--- config.mk ---
export PLATFORM = sky130hd
export DESIGN_NAME = pcpi_muldiv
export DESIGN_NICKNAME = d
export VERILOG_FILES = /design/src/rtl/pcpi_muldiv_pkg.sv /design/src/rtl/pcpi_muldiv_iter_core.sv /design/src/rtl/pcpi_muldiv.sv
export SDC_FILE = /design/constraint.sdc
export NUM_CORES = 1
export LEC_CHECK = 0
export CORE_MARGIN = 2
export CORE_UTILIZATION = 57
export CTS_BUF_LIST = sky130_fd_sc_hd__clkbuf_16
export DETAILED_ROUTE_END_ITERATION = 7
export GPL_ROUTABILITY_DRIVEN = 0
export PLACE_DENSITY = 0.82
export SYNTH_ARGS = -nofsm -noshare
export SYNTH_HDL_FRONTEND = slang
export SYNTH_SLANG_ARGS = --single-unit
--- constraint.sdc ---
create_clock -name clk -period 7.75 [get_ports clk]
set_input_delay 1.1625 -clock clk [delete_from_list [all_inputs] [get_ports clk]]
set_output_delay 1.1625 -clock clk [all_outputs]
set_load 0.02 [all_outputs]
--- src/rtl/pcpi_muldiv_pkg.sv ---
// pcpi_muldiv_pkg
//   Shared encodings for the RV32M PCPI responder: opcode/funct7 match
//   constants, the funct3 operation enum and the controller state enum.
package pcpi_muldiv_pkg;

    localparam logic [6:0] OPC_OP        = 7'b0110011;
    localparam logic [6:0] FUNCT7_MULDIV = 7'b0000001;

    typedef enum logic [2:0] {
        OP_MUL    = 3'd0,
        OP_MULH   = 3'd1,
        OP_MULHSU = 3'd2,
        OP_MULHU  = 3'd3,
        OP_DIV    = 3'd4,
        OP_DIVU   = 3'd5,
        OP_REM    = 3'd6,
        OP_REMU   = 3'd7
    } op_t;

    typedef enum logic [1:0] {
        IDLE = 2'd0,
        CALC = 2'd1,
        FIX  = 2'd2,
        DONE = 2'd3
    } state_t;

endpackage

--- src/rtl/pcpi_muldiv_iter_core.sv ---
// muldiv_iter_core
//   Unsigned 1-bit-per-cycle multiply / restoring divide engine.
//   Works on operand magnitudes only; sign handling lives in the top level.
// Ports:
//   clk, resetn   clock, async active-low reset
//   i_start       load operands, clear counter, start iterating
//   i_abort       stop iterating (result is discarded by the caller)
//   i_is_div      1 = divide, 0 = multiply (sampled with i_start)
//   i_a, i_b      multiply: multiplicand / multiplier; divide: dividend / divisor
//   o_busy        iterations in progress
//   o_done        high during the cycle whose edge performs the last iteration
//   o_acc         multiply: 2*XLEN product; divide: {remainder, quotient}
module muldiv_iter_core #(
    parameter int XLEN        = 32,
    parameter int ITER_CYCLES = 32
) (
    input  logic              clk,
    input  logic              resetn,
    input  logic              i_start,
    input  logic              i_abort,
    input  logic              i_is_div,
    input  logic [XLEN-1:0]   i_a,
    input  logic [XLEN-1:0]   i_b,
    output logic              o_busy,
    output logic              o_done,
    output logic [2*XLEN-1:0] o_acc
);

    localparam int              CNT_W    = $clog2(ITER_CYCLES);
    localparam logic [CNT_W-1:0] CNT_LAST = CNT_W'(ITER_CYCLES - 1);

    logic [XLEN-1:0]  r_hi;
    logic [XLEN-1:0]  r_lo;
    logic [XLEN-1:0]  r_b;
    logic             r_is_div;
    logic             r_busy;
    logic [CNT_W-1:0] r_cnt;

    logic [XLEN:0]    w_mul_sum;
    logic [XLEN:0]    w_div_shift;
    logic [XLEN:0]    w_div_diff;
    logic             w_qbit;
    logic [XLEN-1:0]  w_hi_nxt;
    logic [XLEN-1:0]  w_lo_nxt;

    // Multiply: r_lo starts as the multiplier and is shifted out LSB first
    // while the product fills in from the top.
    // Divide: {r_hi, r_lo} shifts left; r_hi is the partial remainder and
    // quotient bits enter r_lo from the right. The partial remainder stays
    // below the divisor, so bit XLEN of the difference is a clean borrow,
    // including the divide-by-zero case where every quotient bit becomes 1.
    always_comb begin
        w_mul_sum   = r_lo[0] ? ({1'b0, r_hi} + {1'b0, r_b}) : {1'b0, r_hi};
        w_div_shift = {r_hi, r_lo[XLEN-1]};
        w_div_diff  = w_div_shift - {1'b0, r_b};
        w_qbit      = ~w_div_diff[XLEN];
        if (r_is_div) begin
            w_hi_nxt = w_qbit ? w_div_diff[XLEN-1:0] : w_div_shift[XLEN-1:0];
            w_lo_nxt = {r_lo[XLEN-2:0], w_qbit};
        end else begin
            w_hi_nxt = w_mul_sum[XLEN:1];
            w_lo_nxt = {w_mul_sum[0], r_lo[XLEN-1:1]};
        end
    end

    always_ff @(posedge clk or negedge resetn) begin
        if (!resetn) begin
            r_hi     <= '0;
            r_lo     <= '0;
            r_b      <= '0;
            r_is_div <= 1'b0;
            r_busy   <= 1'b0;
            r_cnt    <= '0;
        end else if (i_start) begin
            r_hi     <= '0;
            r_lo     <= i_is_div ? i_a : i_b;
            r_b      <= i_is_div ? i_b : i_a;
            r_is_div <= i_is_div;
            r_busy   <= 1'b1;
            r_cnt    <= '0;
        end else if (i_abort) begin
            r_busy   <= 1'b0;
        end else if (r_busy) begin
            r_hi  <= w_hi_nxt;
            r_lo  <= w_lo_nxt;
            r_cnt <= r_cnt + CNT_W'(1);
            if (r_cnt == CNT_LAST) begin
                r_busy <= 1'b0;
            end
        end
    end

    assign o_busy = r_busy;
    assign o_done = r_busy & (r_cnt == CNT_LAST);
    assign o_acc  = {r_hi, r_lo};

endmodule

--- src/rtl/pcpi_muldiv.sv ---
// pcpi_muldiv
//   PCPI responder for the RV32M group (MUL/MULH/MULHSU/MULHU/DIV/DIVU/REM/REMU).
//   Decodes the instruction, converts operands to magnitudes, runs the
//   iterative core, applies sign correction and holds the result until the
//   next transaction starts. XLEN must be 32 and ITER_CYCLES must equal XLEN.
// Ports:
//   clk, resetn         clock, async active-low reset
//   pcpi_valid          core presents an instruction
//   pcpi_insn           instruction word
//   pcpi_rs1, pcpi_rs2  operand values
//   pcpi_wr             result must be written to rd (held)
//   pcpi_rd             result value (held)
//   pcpi_wait           instruction recognised, busy (combinational)
//   pcpi_ready          one-cycle completion pulse
// Build option:
//   PCPI_MULDIV_EARLY_OUT_EN  divide by zero, signed overflow and multiply by
//                             zero bypass CALC (ready after edge A+2).
//
// state | meaning
// IDLE  | waiting for a matching instruction; latch op and sign info
// CALC  | iterative core running (ITER_CYCLES cycles)
// FIX   | two cycles: sign-correct the raw result, then select/register rd
// DONE  | ready pulse visible; back to IDLE next edge
module pcpi_muldiv
    import pcpi_muldiv_pkg::*;
#(
    parameter int XLEN        = 32,
    parameter int ITER_CYCLES = 32
) (
    input  logic            clk,
    input  logic            resetn,
    input  logic            pcpi_valid,
    input  logic [31:0]     pcpi_insn,
    input  logic [XLEN-1:0] pcpi_rs1,
    input  logic [XLEN-1:0] pcpi_rs2,
    output logic            pcpi_wr,
    output logic [XLEN-1:0] pcpi_rd,
    output logic            pcpi_wait,
    output logic            pcpi_ready
);

    state_t              r_state;
    state_t              w_state_nxt;
    op_t                 r_op;
    op_t                 w_op;

    logic                w_match;
    logic                w_is_div;
    logic                w_s1;
    logic                w_s2;
    logic [XLEN-1:0]     w_mag1;
    logic [XLEN-1:0]     w_mag2;
    logic                w_start;
    logic                w_early;
    logic                w_busy;
    logic                w_done;
    logic [2*XLEN-1:0]   w_acc;
    logic [2*XLEN-1:0]   w_fixed;
    logic                w_sel_hi;
    logic                w_unused_insn;

    logic                r_neg_q;
    logic                r_neg_r;
    logic                r_fix_ph;
    logic                r_early;
    logic [2*XLEN-1:0]   r_res;
    logic [XLEN-1:0]     r_rd;
    logic                r_wr;
    logic                r_ready;

    assign w_match  = pcpi_valid & (pcpi_insn[6:0] == OPC_OP) & (pcpi_insn[31:25] == FUNCT7_MULDIV);
    assign w_op     = op_t'(pcpi_insn[14:12]);
    assign w_is_div = pcpi_insn[14];
    assign w_unused_insn = ^{pcpi_insn[24:15], pcpi_insn[11:7]};

    always_comb begin
        w_s1   = (w_op inside {OP_MULH, OP_MULHSU, OP_DIV, OP_REM}) & pcpi_rs1[XLEN-1];
        w_s2   = (w_op inside {OP_MULH, OP_DIV, OP_REM}) & pcpi_rs2[XLEN-1];
        w_mag1 = w_s1 ? -pcpi_rs1 : pcpi_rs1;
        w_mag2 = w_s2 ? -pcpi_rs2 : pcpi_rs2;
    end

`ifdef PCPI_MULDIV_EARLY_OUT_EN
    logic [2*XLEN-1:0] w_early_res;

    // Result layout matches the core: {remainder, quotient} or the product.
    always_comb begin
        w_early     = 1'b0;
        w_early_res = '0;
        if (w_is_div) begin
            if (pcpi_rs2 == '0) begin
                w_early     = 1'b1;
                w_early_res = {pcpi_rs1, {XLEN{1'b1}}};
            end else if (!pcpi_insn[12] && (pcpi_rs1 == {1'b1, {(XLEN-1){1'b0}}}) && (pcpi_rs2 == '1)) begin
                w_early     = 1'b1;
                w_early_res = {{XLEN{1'b0}}, 1'b1, {(XLEN-1){1'b0}}};
            end
        end else if ((pcpi_rs1 == '0) || (pcpi_rs2 == '0)) begin
            w_early     = 1'b1;
            w_early_res = '0;
        end
    end
`else
    assign w_early = 1'b0;
`endif

    muldiv_iter_core #(
        .XLEN        (XLEN),
        .ITER_CYCLES (ITER_CYCLES)
    ) u_core (
        .clk      (clk),
        .resetn   (resetn),
        .i_start  (w_start),
        .i_abort  (w_busy & ~pcpi_valid),
        .i_is_div (w_is_div),
        .i_a      (w_mag1),
        .i_b      (w_mag2),
        .o_busy   (w_busy),
        .o_done   (w_done),
        .o_acc    (w_acc)
    );

    // Divide-by-zero quotient must stay all-ones, hence r_neg_q is gated by
    // a non-zero divisor; the remainder always follows the dividend's sign.
    always_comb begin
        if (r_op[2]) begin
            w_fixed = {(r_neg_r ? -w_acc[2*XLEN-1:XLEN] : w_acc[2*XLEN-1:XLEN]),
                       (r_neg_q ? -w_acc[XLEN-1:0]      : w_acc[XLEN-1:0])};
        end else begin
            w_fixed = r_neg_q ? -w_acc : w_acc;
        end
        w_sel_hi = r_op[2] ? r_op[1] : (r_op[1:0] != 2'b00);
    end

    always_ff @(posedge clk or negedge resetn) begin
        if (!resetn) begin
            r_state <= IDLE;
        end else begin
            r_state <= w_state_nxt;
        end
    end

    always_comb begin
        w_state_nxt = r_state;
        w_start     = 1'b0;
        pcpi_wait   = 1'b0;
        case (r_state)
            IDLE: begin
                if (w_match) begin
                    pcpi_wait   = 1'b1;
                    w_start     = ~w_early;
                    w_state_nxt = w_early ? FIX : CALC;
                end
            end
            CALC: begin
                pcpi_wait = 1'b1;
                if (!pcpi_valid) begin
                    w_state_nxt = IDLE;
                end else if (w_done) begin
                    w_state_nxt = FIX;
                end
            end
            FIX: begin
                pcpi_wait = 1'b1;
                if (!pcpi_valid) begin
                    w_state_nxt = IDLE;
                end else if (r_fix_ph) begin
                    w_state_nxt = DONE;
                end
            end
            DONE: begin
                w_state_nxt = IDLE;
            end
            default: begin
                w_state_nxt = IDLE;
            end
        endcase
    end

    always_ff @(posedge clk or negedge resetn) begin
        if (!resetn) begin
            r_op     <= OP_MUL;
            r_neg_q  <= 1'b0;
            r_neg_r  <= 1'b0;
            r_fix_ph <= 1'b0;
            r_early  <= 1'b0;
            r_res    <= '0;
            r_rd     <= '0;
            r_wr     <= 1'b0;
            r_ready  <= 1'b0;
        end else begin
            r_ready <= 1'b0;
            case (r_state)
                IDLE: begin
                    // Any new request clears a stale write flag, even one we
                    // do not recognise.
                    if (pcpi_valid) begin
                        r_wr <= 1'b0;
                    end
                    if (w_match) begin
                        r_op     <= w_op;
                        r_neg_q  <= (w_s1 ^ w_s2) & (pcpi_rs2 != '0);
                        r_neg_r  <= w_s1;
                        r_fix_ph <= 1'b0;
                        r_early  <= w_early;
`ifdef PCPI_MULDIV_EARLY_OUT_EN
                        r_res    <= w_early_res;
`endif
                    end
                end
                FIX: begin
                    if (pcpi_valid) begin
                        if (!r_fix_ph) begin
                            r_fix_ph <= 1'b1;
                            if (!r_early) begin
                                r_res <= w_fixed;
                            end
                        end else begin
                            r_rd    <= w_sel_hi ? r_res[2*XLEN-1:XLEN] : r_res[XLEN-1:0];
                            r_wr    <= 1'b1;
                            r_ready <= 1'b1;
                        end
                    end
                end
                default: begin
                end
            endcase
        end
    end

    assign pcpi_wr    = r_wr;
    assign pcpi_rd    = r_rd;
    assign pcpi_ready = r_ready;

endmodule

==> impl_metrics.py <==
metrics = {
    "status": {
        "status": "complete, no violations",
    },
    "logic_synthesis": {
        "synth_ff_type": "dfrtp_1",
        "synth_common_cells": "nand2_1 (305), o21ai_0 (289), dfrtp_1 (208), a21oi_1 (169), nor2_1 (159)",
        "yosysTopAreaCell": "dfrtp_1",
        "synthTopCellsByArea": "dfrtp_1 (31%), o21ai_0 (8.7%), nand2_1 (6.9%)",
        "synth_area_per_cell_um2": 7.83,
        "synth_most_common_cell": "nand2_1",
        "synth_nets": 2302,
        "synthArstFlopShare": 1.00,
        "synth_area_mm2": 0.0167,
        "synthCells": 2127,
        "synth.distinct_cells": 75,
        "yosysTopAreaCellShare": 0.312,
        "ys_warn_count": 0,
        "synth-seq-cells": 208,
        "synth-edff-count": 0,
        "seq_area_frac_synth": 0.312,
    },
    "floorplan": {
        "fp-row-count": 62,
        "die-height_um": 175,
        "pin_count": 134,
        "die-area_mm2": 0.0306,
        "start_util": 0.579,
        "coreArea_mm2": 0.0288,
        "die_w_um": 175,
    },
    "grt": {
        "first_global_vias": 15400,
        "grt_max_degree": 138,
        "grt_pass1_wl_mm": 82.9,
        "grt_use_total": 0.337,
        "overflow": 0,
        "antenna_found_initial": 1,
    },
    "clocking": {
        "ctsHoldBuffers": 0,
        "htreeDepth": 1,
        "cts_setup_buffers": 0,
        "insertion_delay_ps": 530,
        "cts_root_buffer": "clkbuf_16",
        "clk_pin_slew_ps": 60,
        "cts_made_buffers": 23,
        "cts_buffer_depth": 3,
        "cts_resized": 0,
        "cts_sinks": 208,
        "cts_tree": "built",
    },
    "timing": {
        "fin_tns_setup_ps": 0,
        "finalCritPeriodShare": 0.618,
        "finalSetupViolations": 0,
        "fin_crit_ps": 4790,
        "slew_headroom": 0.237,
        "skew_ps": 17.9,
        "tightest_slew_ps": 1140,
        "rsz0062_at_grt": "false",
        "slew_violations": 0,
        "hold_viol_final": 0,
        "fmax_ghz": 0.209,
    },
    "worst_setup_path": {
        "r2r-end": "u_core.r_hi[12]",
        "crit_required_ps": 8160,
        "end_kind": "flop",
        "cp-startpoint": "u_core.r_hi[10]",
        "rrSetupSlack_ps": 2960,
        "crit_path_top_delay_cell": "nor3_2",
        "startpoint_type": "flop",
        "path_class": "reg2reg",
        "reg2reg_depth": 11,
        "worstPathMaxFanout": 15,
        "crit_chain": "ha_1 > a21oi_1 > o21ai_0 > a21o_1 > a31oi_1 > and4b_1 > nor3_2 > nor2_1 > buf_4 > or3_1 > a32o_1",
        "reg2reg_from": "u_core.r_hi[10]",
        "cp.depth": 11,
        "worst_path_largest_cell_delay_ps": 860,
        "arrival_ps": 5200,
        "endpoint": "u_core.r_hi[12]",
        "path_delay_family": "simple AND/OR/NAND/NOR gates",
        "path_buf_inv": 1,
    },
    "cells_and_area": {
        "drive_above_1_share": 0.0414,
        "n_antenna_cell": 0,
        "nets": 2333,
        "area_delta_synth_final_pct": 12.8,
    },
    "route": {
        "via_count": 16600,
        "drt_iter0_drc": 1691,
        "drtPass1Iterations": 7,
        "drcViolationCount": 0,
        "viasPerCell": 6.50,
        "postRouteAntennaNets": 0,
        "routed_wl_mm": 52.1,
        "post_drt_wl_per_cell_um": 20.4,
    },
    "power_and_ir_drop": {
        "p_total_uw": 2600,
        "leakagePower_uw": 0.00824,
        "power_density_mw_per_mm2": 138,
        "vdd.ir_drop.worst_mv": 0.146,
    },
    "placed_design": {
        "portBuffers": 118,
        "hpwlAfterDp_mm": 38.2,
    },
    "hold_path": {
        "min_path_type": "reg2reg",
        "hold_depth": 2,
    },
    "flow_run": {
        "max-cap-violations": 0,
    },
}
==> cell families after synthesis <==
group,share of synthesized area
AND/OR/NAND/NOR,0.183
AO/OA/AOI/OAI,0.249
XOR/XNOR,0.0941
adder cells (fa/ha/maj),0.0580
multiplexers,0.0598
buffers and inverters,0.0436
flip-flops,0.312
==> how the worst min path moves through the flow <==
stage | from | endpoint
finish | r_res[51] | r_res[51]
global route | r_res[11] | r_res[11]
CTS | r_res[51] | r_res[51]
detailed placement | r_res[4] | r_res[4]
global placement | r_res[53] | r_res[53]
floorplan | r_op[0] | r_op[0]
==> report_power, final <==
group	switching [uW]	leakage, uW	internal, uW
Clock	460	0.000401	710
Combinational	196	0.00500	122
Sequential	11.5	0.00284	1100
Total	668	0.00824	1930
==> worst min-delay path, stage by stage (launching register included) <==
cell	delay (ps)
dfrtp_1	340
nand2_1	50
o21ai_0	60
==> metrics by stage <==
step	cell area, um2	utilization	worst slack, ps	hold WS [ps]	std cells
after floorplan	16700	-	3480	446	2127
after global placement	18000	0.625	3180	460	2517
after detailed placement	18000	0.625	3180	470	2517
after CTS	18800	0.653	3150	483	2557
after global routing	18800	0.653	2960	501	2557
final	18800	0.653	2960	479	2557
==> registers in the layout (all words and copies together), names as in the netlist <==
name             count
r_fix_ph             1
r_op                 2
u_core.r_lo         32
pcpi_ready           1
u_core.r_is_div      1
u_core.r_hi         32
r_neg_r              1
pcpi_rd             32
u_core.o_busy        1
pcpi_wr              1
r_neg_q              1
u_core.r_cnt         5
r_res               64
u_core.r_b          32
r_state              2
==> routing by layer <==
layer,GRT usage,routed length (um)
met5,0,0
met1,0.452,21100
met2,0.530,22800
met4,0.156,2950
met3,0.0640,5310
==> layout by cell type (no fill, tap or decap), types with 62 or more instances in the layout <==
| cell type | n |
|---|---|
| a21oi_1 | 168 |
| clkdlybuf4s50_1 | 116 |
| dfrtp_1 | 207 |
| ha_1 | 74 |
| inv_1 | 63 |
| mux2i_1 | 86 |
| nand2_1 | 305 |
| nor2_1 | 157 |
| o211ai_1 | 62 |
| o21ai_0 | 289 |
| xnor2_1 | 97 |
| xor2_1 | 82 |
==> cell type report <==
type	count	area [um2]
Clock buffer	23	576
Clock inverter	17	221
Fill cell	2392	9990
Inverter	62	233
Multi-Input combinational cell	1728	10800
Sequential cell	208	5210
Tap cell	384	480
Timing Repair Buffer	135	1310
(Power assumes the default switching activity.)
